[config.mk]
export PLATFORM = sky130hd
export DESIGN_NAME = muldiv_ex
export DESIGN_NICKNAME = d
export VERILOG_FILES = /design/src/rtl/muldiv_pkg.sv /design/src/rtl/div_step.sv /design/src/rtl/muldiv_ex.sv
export SDC_FILE = /design/constraint.sdc
export NUM_CORES = 1
export LEC_CHECK = 0
export CORE_MARGIN = 4
export CORE_UTILIZATION = 55
export CTS_BUF_LIST = sky130_fd_sc_hd__clkbuf_2
export CTS_CLUSTER_SIZE = 10
export DETAILED_ROUTE_END_ITERATION = 10
export PLACE_DENSITY_LB_ADDON = 0.12
export SLEW_MARGIN = 0
export SYNTH_ARGS = -nofsm -noshare
export SYNTH_HDL_FRONTEND = slang
export SYNTH_SLANG_ARGS = --single-unit
[constraint.sdc]
create_clock -name clk_i -period 3.6 [get_ports clk_i]
set_clock_uncertainty 0.2 [all_clocks]
set_input_delay 0.72 -clock clk_i [delete_from_list [all_inputs] [get_ports clk_i]]
set_output_delay 0.72 -clock clk_i [all_outputs]
set_load 0.01 [all_outputs]
[src/rtl/muldiv_pkg.sv]
// Shared types and constants for the muldiv_ex unit.
// Division ops count as supported only when MULDIV_DIV_EN is defined.
package muldiv_pkg;

    localparam logic [6:0] FUNCT7_MULDIV = 7'b0000001;

    localparam logic [2:0] F3_MUL  = 3'b000;
    localparam logic [2:0] F3_DIV  = 3'b100;
    localparam logic [2:0] F3_DIVU = 3'b101;
    localparam logic [2:0] F3_REM  = 3'b110;
    localparam logic [2:0] F3_REMU = 3'b111;

`ifdef MULDIV_DIV_EN
    localparam bit DIV_EN = 1'b1;
`else
    localparam bit DIV_EN = 1'b0;
`endif

    typedef enum logic [1:0] {
        ST_IDLE = 2'd0,
        ST_MUL  = 2'd1,
`ifdef MULDIV_DIV_EN
        ST_DIV  = 2'd2,
`endif
        ST_DONE = 2'd3
    } state_t;

    // Returns 1 when the {funct7, funct3} code selects an op this unit executes
    function automatic logic is_supported(input logic [9:0] funct);
        logic ok;
        ok = 1'b0;
        if (funct[9:3] == FUNCT7_MULDIV) begin
            case (funct[2:0])
                F3_MUL:                           ok = 1'b1;
                F3_DIV, F3_DIVU, F3_REM, F3_REMU: ok = DIV_EN;
                default:                          ok = 1'b0;
            endcase
        end
        return ok;
    endfunction

endpackage

[src/rtl/div_step.sv]
// One combinational restoring-division step; only built when MULDIV_DIV_EN
// is defined, so the default build carries no divider logic.
`ifdef MULDIV_DIV_EN
module div_step #(
    parameter int XLEN = 32
) (
    input  logic [XLEN-1:0] rem_in,
    input  logic            dividend_bit,
    input  logic [XLEN-1:0] divisor,
    output logic [XLEN-1:0] rem_out,
    output logic            q_bit
);
    logic [XLEN:0] shifted;
    logic [XLEN:0] diff;

    // rem_in < divisor keeps the trial difference within XLEN+1 bits
    assign shifted = {rem_in, dividend_bit};
    assign diff    = shifted - {1'b0, divisor};
    assign q_bit   = ~diff[XLEN];
    assign rem_out = q_bit ? diff[XLEN-1:0] : shifted[XLEN-1:0];

endmodule
`endif

[src/rtl/muldiv_ex.sv]
// muldiv_ex: iterative RV32M execute unit, one shift-add / shift-subtract step per cycle.
// DIV/DIVU/REM/REMU and the DIV state exist only when MULDIV_DIV_EN is defined.
import muldiv_pkg::*;

module muldiv_ex #(
    parameter int XLEN = 32
) (
    input  logic            clk_i,
    input  logic            rst_i,
    input  logic            start_i,
    input  logic            valid_i,
    input  logic [9:0]      funct_i,
    input  logic [XLEN-1:0] RS1data_i,
    input  logic [XLEN-1:0] RS2data_i,
    input  logic            mem_stall_i,
    output logic            busy_o,
    output logic            done_o,
    output logic [XLEN-1:0] result_o
);
    localparam logic [4:0] LAST_STEP = 5'd31;

    state_t          state;
    logic [4:0]      count;
    logic [XLEN-1:0] op_a;
    logic [XLEN-1:0] op_b;
    logic [XLEN-1:0] acc;
    logic [XLEN-1:0] result_q;
    logic            skip_idle;
    logic            accept;
    logic [XLEN-1:0] mul_sum;

    // skip_idle blocks re-accepting the instruction still parked in ID_EX after DONE
    assign accept   = rst_i && (state == ST_IDLE) && !skip_idle && valid_i && start_i
                      && is_supported(funct_i);
    assign mul_sum  = acc + (op_b[0] ? op_a : '0);
    assign done_o   = (state == ST_DONE);
    assign result_o = result_q;

`ifdef MULDIV_DIV_EN
    logic            signed_op;
    logic            a_neg;
    logic            b_neg;
    logic            neg_q;
    logic            neg_r;
    logic            sel_rem;
    logic [XLEN-1:0] abs_a;
    logic [XLEN-1:0] abs_b;
    logic [XLEN-1:0] step_rem;
    logic [XLEN-1:0] step_quo;
    logic [XLEN-1:0] fix_quo;
    logic [XLEN-1:0] fix_rem;
    logic            step_q;

    assign signed_op = ~funct_i[0];
    assign a_neg     = signed_op & RS1data_i[XLEN-1];
    assign b_neg     = signed_op & RS2data_i[XLEN-1];
    assign abs_a     = a_neg ? -RS1data_i : RS1data_i;
    assign abs_b     = b_neg ? -RS2data_i : RS2data_i;

    div_step #(.XLEN(XLEN)) u_div_step (
        .rem_in       (acc),
        .dividend_bit (op_a[XLEN-1]),
        .divisor      (op_b),
        .rem_out      (step_rem),
        .q_bit        (step_q)
    );

    assign step_quo = {op_a[XLEN-2:0], step_q};
    assign fix_quo  = neg_q ? -step_quo : step_quo;
    assign fix_rem  = neg_r ? -step_rem : step_rem;
    assign busy_o   = accept || (state == ST_MUL) || (state == ST_DIV);
`else
    assign busy_o   = accept || (state == ST_MUL);
`endif

    // Sequencer and datapath: op_a/op_b/acc are multiplicand/multiplier/product
    // for MUL and dividend-quotient/divisor/remainder for division.
    always_ff @(posedge clk_i or negedge rst_i) begin
        if (!rst_i) begin
            state     <= ST_IDLE;
            count     <= '0;
            op_a      <= '0;
            op_b      <= '0;
            acc       <= '0;
            result_q  <= '0;
            skip_idle <= 1'b0;
`ifdef MULDIV_DIV_EN
            neg_q     <= 1'b0;
            neg_r     <= 1'b0;
            sel_rem   <= 1'b0;
`endif
        end else begin
            case (state)
                ST_IDLE: begin
                    skip_idle <= 1'b0;
                    if (accept) begin
                        count <= '0;
                        acc   <= '0;
`ifdef MULDIV_DIV_EN
                        if (funct_i[2]) begin
                            op_a    <= abs_a;
                            op_b    <= abs_b;
                            // a zero divisor must leave the all-ones quotient intact
                            neg_q   <= (a_neg ^ b_neg) && (RS2data_i != '0);
                            neg_r   <= a_neg;
                            sel_rem <= funct_i[1];
                            state   <= ST_DIV;
                        end else
`endif
                        begin
                            op_a  <= RS1data_i;
                            op_b  <= RS2data_i;
                            state <= ST_MUL;
                        end
                    end
                end
                ST_MUL: begin
                    acc   <= mul_sum;
                    op_a  <= op_a << 1;
                    op_b  <= op_b >> 1;
                    count <= count + 5'd1;
                    if (count == LAST_STEP) begin
                        result_q <= mul_sum;
                        state    <= ST_DONE;
                    end
                end
`ifdef MULDIV_DIV_EN
                ST_DIV: begin
                    acc   <= step_rem;
                    op_a  <= step_quo;
                    count <= count + 5'd1;
                    if (count == LAST_STEP) begin
                        result_q <= sel_rem ? fix_rem : fix_quo;
                        state    <= ST_DONE;
                    end
                end
`endif
                ST_DONE: begin
                    if (!mem_stall_i) begin
                        state     <= ST_IDLE;
                        skip_idle <= 1'b1;
                    end
                end
                default: state <= ST_IDLE;
            endcase
        end
    end

endmodule

======== Word level (Yosys, flattened, before mapping) ========
Index checks and enable logic that the tools add are counted.
cells by class
  $add $sub $neg .......................... 2
  equal/unequal tests ..................... 7
  muxes and demuxes ....................... 17
  reduce and logical (&&, ||, !) cells .... 15
operator list
  operator                                                               number
  32-bit case mux with 2 select lines                                    3
  32-bit 2-to-1 mux                                                      4
  32-bit adder                                                           1
  5-bit case mux with 2 select lines                                     1
  7-bit by 1-bit equality test with 1-bit output, second input constant  1
  2-bit 2-to-1 mux                                                       3
  2-bit case mux with 3 select lines                                     1
  2-bit AND reduction                                                    3
  5-bit by 1-bit adder with 5-bit output, second input constant          1
  5-bit equality test, second input constant                             1
  1-bit logical AND                                                      5
  5-bit 2-to-1 mux                                                       1
  2-bit != test, second input constant                                   2
  2-bit nonzero test                                                     2
  3-bit zero test                                                        1
  1-bit 2-to-1 mux                                                       3
  3-bit AND reduction                                                    1
  2-bit by 1-bit equality test with 1-bit output, second input constant  1
  2-bit equality test, second input constant                             1
  2-bit zero test                                                        1
  2-bit by 1-bit != test with 1-bit output, second input constant        1
  1-bit case mux with 2 select lines                                     1
  1-bit zero test                                                        1
  1-bit logical OR                                                       1
word-level totals
  flip-flop bits (word level) ............. 136
  bits of input ports ..................... 79
  output and inout port bits .............. 34
  word-level logic and storage cells ...... 48

======== Logic depth before layout (Yosys ltp) ========
  depth in word-level cells ............... 8
  mapped depth ............................ 11
  depth with buffers taken out ............ 10

======== Worst setup path before layout ========
Ideal clock, no wire load.
  path kind ............................... reg2reg
  start ................................... register op_b[0]
  end ..................................... register result_q[16], in the netlist result_o[16]
  arrival time ............................ 2,671 ps
  data required time ...................... 3,269 ps
  setup slack ............................. 598 ps
  cell stages (with the launch flop) ...... 12
  path buffers ............................ 1
  period minus slack after synthesis ...... 3,002 ps
  cells stage by stage .................... dfrtp_1 > clkbuf_1 > and2_1 > ha_1 > fa_1 > a211oi_1 > o21bai_1 > a21oi_4 > a2bb2oi_2 > o21ai_1 > and4b_1 > or3_1
between the ends
  cells in the longest elaborated chain, start to end .. 2
RTL lines
  what                      line              source
  start: declaration        muldiv_ex.sv:25   logic [XLEN-1:0] op_b;
  start signal: assignment  muldiv_ex.sv:112  op_b <= RS2data_i;
  start signal: assignment  muldiv_ex.sv:120  op_b <= op_b >> 1;
  32-bit 2-to-1 mux         muldiv_ex.sv:35   assign mul_sum = acc + (op_b[0] ? op_a : '0);
  32-bit adder              muldiv_ex.sv:35
  end signal: assignment    muldiv_ex.sv:123  result_q <= mul_sum;
  end: declaration          muldiv_ex.sv:27   logic [XLEN-1:0] result_q;
No other way between the ends.
A chain may end at the register's enable or synchronous reset.

======== Worst setup path in the final report ========
  start ................................... input port rst_i
  end ..................................... output port busy_o
between the ends
  cells in the longest elaborated chain, start to end .. 6
RTL lines
  what                             line             source
  start: declaration               muldiv_ex.sv:9   input logic rst_i,
  1-bit logical AND (4 in series)  muldiv_ex.sv:33  assign accept = rst_i && (state == ST_IDLE) && !skip_idle && valid_i && start_i
  1-bit logical AND                muldiv_ex.sv:34  && is_supported(funct_i);
  1-bit logical OR                 muldiv_ex.sv:73  assign busy_o = accept || (state == ST_MUL);
  end: declaration                 muldiv_ex.sv:16  output logic busy_o,
No other way between the ends.

==> run metrics <==
min-delay src=op_b[18]; Fin Setup TNS=0 ns; Crit Path Max Fanout=3; Final HPWL DP=13.93 mm; DR pass1 iterations=5; Mapped Cells=831; CTS sink count=136; die height=126.1 um; die span in x=126.1 um; FF-to-FF End=acc[14]; hold path cells=2; Adder-Cell Fraction of Synth Area=0.05643; share of cells above drive strength 1=0.06403; Inserted Diodes=0; post-DR wirelength/cell=17.05 um; worst skew pair latency=0.72 ns; Vias/cell=5.809; port bufs=112; Post-Syn Area per Cell=9.231 um^2; Synth Net Count=944; Area Overhead vs Synth=19.82%; Yosys reg bits=136; initial antenna violation count=0; max_slew headroom=0.2822; non-filler cells, final=1113; gr usage total=0.2474; Worst VDD drop=0.3850 mV; Leak=4.534 nW; vias in the first global route=6526; footprint of the multi-input gates=0.004051 mm^2; Peak Freq=286.8 MHz; CP Capture Type=output pin; Root Driver=clkbuf_2; RR Startpoint=op_b[0]; Post-Place Cells=1081; flop-to-flop setup slack=0.29 ns; Die ar.=0.01590 mm^2; Final Max Tran Viols=0; post-route ant nets=0; final hold viol count=0; unrepaired setup endpoints after global routing=no; top cells by area, synth=dfrtp_1 44%, mux2i_1 8.2%, o21ai_0 8.2%; Synth Area in Compound Gates=0.1807; largest net degree at the start of global routing=87; routed wire length=18.98 mm; maximum root-to-sink buffer count=2; post-synth cell types=53; post-layout minimum cycle time=3.487 ns; largest family of logic cells by synthesized area=simple AND/OR/NAND/NOR gates; gpl congestion=0.9200; Rows=42; sequential area share after synthesis=0.4436; top cell type's share of synthesized area=0.4436; Design Power=4.678 mW; final worst-path cycle share=0.9687; Post-synth EDFFs=0; Hold Path Sink=op_b[17]; Crit path required time=2.68 ns; nets@finish=1038; Cell Area, Placed=0.008924 mm^2; postcts setup bufs=0; IO Pins=113; synthesis warning total=0; Post-Synth Simple-Gate Area=0.1825; CTS Buf Count=17; Worst-path clk slew=0.21 ns; # DRC=0; R2R cell count=10; Power Dens Cells=509.0 mW/mm^2; fillers=1136; Setup CP Type=primary input to output pin; DR iter-0 viols=456; Worst Max-Slew Pin Slew=1.077 ns; Critical Path AT=2.57 ns; Setup crit start kind=primary input; GRT overflow=0; design area=0.009191 mm^2; Post-synth ARST share=1.000; post-synthesis cell area=0.007671 mm^2; Register Area=0.003405 mm^2; core area=0.01345 mm^2; HP Class=flip-flop to flip-flop; first-pass GRT wire length=31.95 mm; Max-Cap Viols=0; Synth Area in XOR/XNOR=0.02512; htree depth=4; top-count cell post-synth=nand2_1; Yosys top cell by area=dfrtp_1; ys flop type=dfrtp_1; mux cell area share after synthesis=0.08221; via count=6465; Final Setup Violations=0; Initial Utilization=0.5702; CTS tree=built; ranking of synthesized cells by instance count=144 x nand2_1, 136 x dfrtp_1, 125 x o21ai_0; status=completed
state kept, by name, summed over array words and instances, names as in the netlist:
| signal | flops |
|---|---|
| acc | 32 |
| op_a | 32 |
| op_b | 32 |
| result_o | 32 |
| count | 5 |
| state | 2 |
| skip_idle | 1 |
cell type report:
class,instances,area share
flip-flops and latches,136,0.3704
inverters,8,0.003267
clock inverters,14,0.01851
multi-input cells,636,0.4408
repair buffers,126,0.1338
clock buffers,17,0.009257
well taps,176,0.02396
timing repair:
| action | CTS | global route |
|---|---|---|
| gates resized for setup | 0 | 2 |
| endpoints found under the hold margin | 50 | 0 |
| setup endpoints to repair | 0 | 2 |
| hold buffers | 1 | 0 |
cells in the final DEF, fill, tap and decap left out, drive strengths merged, types with 8 or more instances in the layout:
master / count
a21o: 15
a21oi: 28
and2: 41
and3: 9
buf: 14
clkbuf: 17
clkdlybuf4s50: 111
dfrtp: 136
ha: 33
inv: 12
mux2i: 63
nand2: 144
nand3: 32
nand4: 9
nor2: 15
nor3: 9
o21ai: 127
o31ai: 8
xnor2: 12
xor2: 10
per-stage QoR:
stage | hold slack (ns) | utilization | setup WS [ns]
2_1_floorplan | 0.2244 | - | 0.5979
3_3_place_gp | 0.2594 | 0.6633 | 0.2229
3_5_place_dp | 0.2655 | 0.6633 | 0.1422
4_1_cts | 0.2852 | 0.6830 | 0.06577
5_1_grt | 0.2717 | 0.6832 | 0.01095
6_report | 0.3029 | 0.6832 | 0.1126
critical path: stages:
cell and delay (ns):
dlygate4sd3_1 0.54, buf_6 0.11, nand2_1 0.06, nor3_1 0.13
nand4_1 0.16, and2_2 0.25, inv_1 0.06, clkdlybuf4s50_1 0.53
cells by family after synthesis:
logic type      Yosys count
compound gates          225
xor+xnor                 22
fa+ha+maj                34
buf+inv                  59
flops                   136
mux                      63
simple gates            292
metal layers:
metal	routed length, um	share of wire	track usage
met1	8851	0.47	0.3404
met5	0	0	0
met3	1117	0.059	0.05715
met4	302	0.016	0.08139
met2	8705	0.46	0.3897
how the worst max path moves through the flow:
| stage | startpoint | endpoint | cells after the start |
|---|---|---|---|
| 5_1_grt | skip_idle | busy_o | 5 |
| 3_5_place_dp | start_i | busy_o | 6 |
| 4_1_cts | skip_idle | busy_o | 5 |
| 6_report | rst_i | busy_o | 8 |
| 3_3_place_gp | start_i | busy_o | 6 |
| 2_1_floorplan | op_b[0] | result_o[16] | 11 |
report_power, final:
| group | internal, mW | switching [mW] |
|---|---|---|
| clock network | 0.390 | 0.596 |
| registers | 1.93 | 0.294 |
| logic | 0.654 | 0.812 |
| total | 2.98 | 1.70 |
(Power assumes the default switching activity.)
==> edit, RTL diff (config.mk and constraints unchanged) <==
Set the parameter `XLEN` to 64 (it was 32).
--- a/src/rtl/muldiv_ex.sv
+++ b/src/rtl/muldiv_ex.sv
@@ -3,7 +3,7 @@
 import muldiv_pkg::*;
 
 module muldiv_ex #(
-    parameter int XLEN = 32
+    parameter int XLEN = 64
 ) (
     input  logic            clk_i,
     input  logic            rst_i,
Interface: changed (resized RS1data_i, RS2data_i and result_o); port bits go from 113 to 209. The function was not compared with the original's and may differ.
==> edit against the original RTL <==
  * The run now ends with negative setup slack left
  * Clock power is 110% higher
  * Routed wire length increased by 110%
  * Sequential cell count grew 128
  * Core utilization increased by 3.1 points
  * Design area up 110%
  * Synthesized area increased by 95%
  * Sequential power grew 90%
  * Global-route usage grew 1.2 points
  * Critical endpoint is now acc[59]
  * Register-to-register slack lost 0.35 ns
  * Cell count increased by 110%
  * Largest power group unchanged
  * Setup slack worse by 0.17 ns
  * Power is 100% higher
  * Sequential share of layout area fell by 2.5 points
==> edit: results (changes against the original RTL) <==
via_per_inst: 5.62  # was 5.81
p_leak_nw: 9.43  # was 4.53 nW
clkLatencyLatePin_ns: 0.90  # was 0.72 ns
synthFlopType: "dfrtp_1"  # unchanged
irDropWorstVdd_v: 0.000253  # was 0.000385 V
port_buffers: 208  # was 112
htreeDepth: 3  # was 4
drt-pass1-iter-count: 5  # unchanged
wire_per_inst_um: 16.8  # was 17.1 um
nets: 2163  # was 1038
drt_iter0_drc: 752  # was 456
cts_buffers: 71  # was 17
synthTopCellsByCount: "o21ai_0, nand2_1, dfrtp_1"  # was nand2_1, dfrtp_1, o21ai_0
finalSetupTns_ns: -0.169  # was 0 ns
synthTopCellsByArea: "dfrtp_1, o21ai_0, mux2i_1"  # was dfrtp_1, mux2i_1, o21ai_0
place.gp.congestion: 0.930  # was 0.920
yosysUniqueCellTypes: 63  # was 53
drive_gt1_share_pct: 16.0  # was 6.40%
setup_slack_ns: -0.0613  # was 0.113 ns
dp_hpwl_um: 27600  # was 13900 um
root_buffer: "clkbuf_2"  # unchanged
cts_buffer_depth: 3  # was 2
synthArstFlopShare_pct: 100  # unchanged
clk_pin_slew_ns: 0.09  # was 0.21 ns
worst_pin_slew_ns: 1.07  # was 1.08 ns
crit_arrival_ns: 4.16  # was 2.57 ns
status: "finished, violations left"  # was completed
nFillCells: 2164  # was 1136
grt_pass1_wl_um: 65500  # was 31900 um
grt_antenna_before_repair: 1  # was 0
syn_nets: 1868  # was 944
ys_seq_area_share_pct: 44.3  # was 44.4%
yosysWarnings: 0  # unchanged
violations: "negative setup slack"
grt_pass1_vias: 13300  # was 6526
setup_violations: 4  # was 0
grt_usage_pct: 26.0  # was 24.7%
hold_class: "in -> reg"  # was reg -> reg
crit_fanout: 31  # was 3
grt_max_degree: 260  # was 87
edit: layer usage:
layer | global-route usage, % | up-vias | routed length (um)
met4 | 7.85 | 0 | 941
li1 | - | 6457 | -
met1 | 33.6 | 6259 | 17000
met2 | 42.5 | 396 | 18500
met5 | 0 | - | 0
met3 | 7.89 | 78 | 2970
edit: critical path: stages, from the launching register on:
cell	delay (ns)
dfrtp_2	0.46
buf_12	0.17
and2_1	0.15
ha_1	0.34
a21oi_1	0.22
o21bai_2	0.11
a22o_1	0.22
or3_4	0.33
a221o_1	0.35
a41o_1	0.26
a21oi_4	0.22
o21ai_1	0.12
xnor2_1	0.22
o21ai_0	0.11
edit: layout make-up:
cell class	count	share of cell area, %
Tap cell	341	2.23
Inverter	15	0.294
Clock inverter	19	0.536
Antenna cell	1	0.0131
Sequential cell	264	34.5
Timing Repair Buffer	333	16.4
Multi-Input combinational cell	1269	43.3
Clock buffer	105	2.75
edit: final timing paths:
kind | cells past startpoint | end | slack, ns | startpoint
min in group asynchronous | 3 | result_o[10] | 0.38 | rst_i
hold / removal | 3 | op_b[63] | 0.20 | RS2data_i[63]
setup / recovery | 13 | acc[59] | -0.06 | op_b[0]
setup reg to reg | 13 | acc[59] | -0.06 | op_b[0]
max in group asynchronous | 4 | op_b[0] | 1.31 | rst_i
hold reg to reg | 2 | op_b[24] | 0.28 | op_b[25]
edit: power by group:
part | total (mW) | switching, mW | internal [mW]
Combinational | 3.14 | 1.66 | 1.47
Clock | 2.11 | 1.31 | 0.795
Sequential | 4.23 | 0.526 | 3.71
Total | 9.47 | 3.50 | 5.97
edit: per-stage QoR:
step / utilization [%] / cell area [um2] / instances / setup WS (ns)
final: 71.4 / 19100 / 2347 / -0.0613
after CTS: 70.0 / 18800 / 2337 / -0.0914
after global placement: 66.8 / 17900 / 2207 / -0.0556
after floorplan: - / 14900 / 1659 / 0.0409
after detailed placement: 66.8 / 17900 / 2207 / -0.139
after global routing: 71.4 / 19100 / 2347 / -0.192
edit: cell families (layout without fill, tap and decap cells):
kind of cell / after synthesis / in the layout / synth area share (%)
AOI/OAI and AO/OA: 479 / 479 / 18.1
xor gates and xnor gates: 62 / 62 / 3.64
adders and majority gates: 66 / 66 / 5.58
buffers and inverters: 126 / 472 / 3.25
DFF: 264 / 264 / 44.3
muxes: 129 / 129 / 8.66
other: 0 / 1 / 0
and+or+nand+nor: 533 / 533 / 16.4
edit: what timing repair did:
| item | in CTS | in global routing |
|---|---|---|
| pin swaps | 12 | 26 |
| buffers inserted | 4 | 9 |
| hold buffers | 1 | 0 |
| endpoints found under the hold margin | 48 | 0 |
| resized for setup | 35 | 70 |
| setup endpoints to repair | 41 | 65 |
| cloned | 1 | 0 |
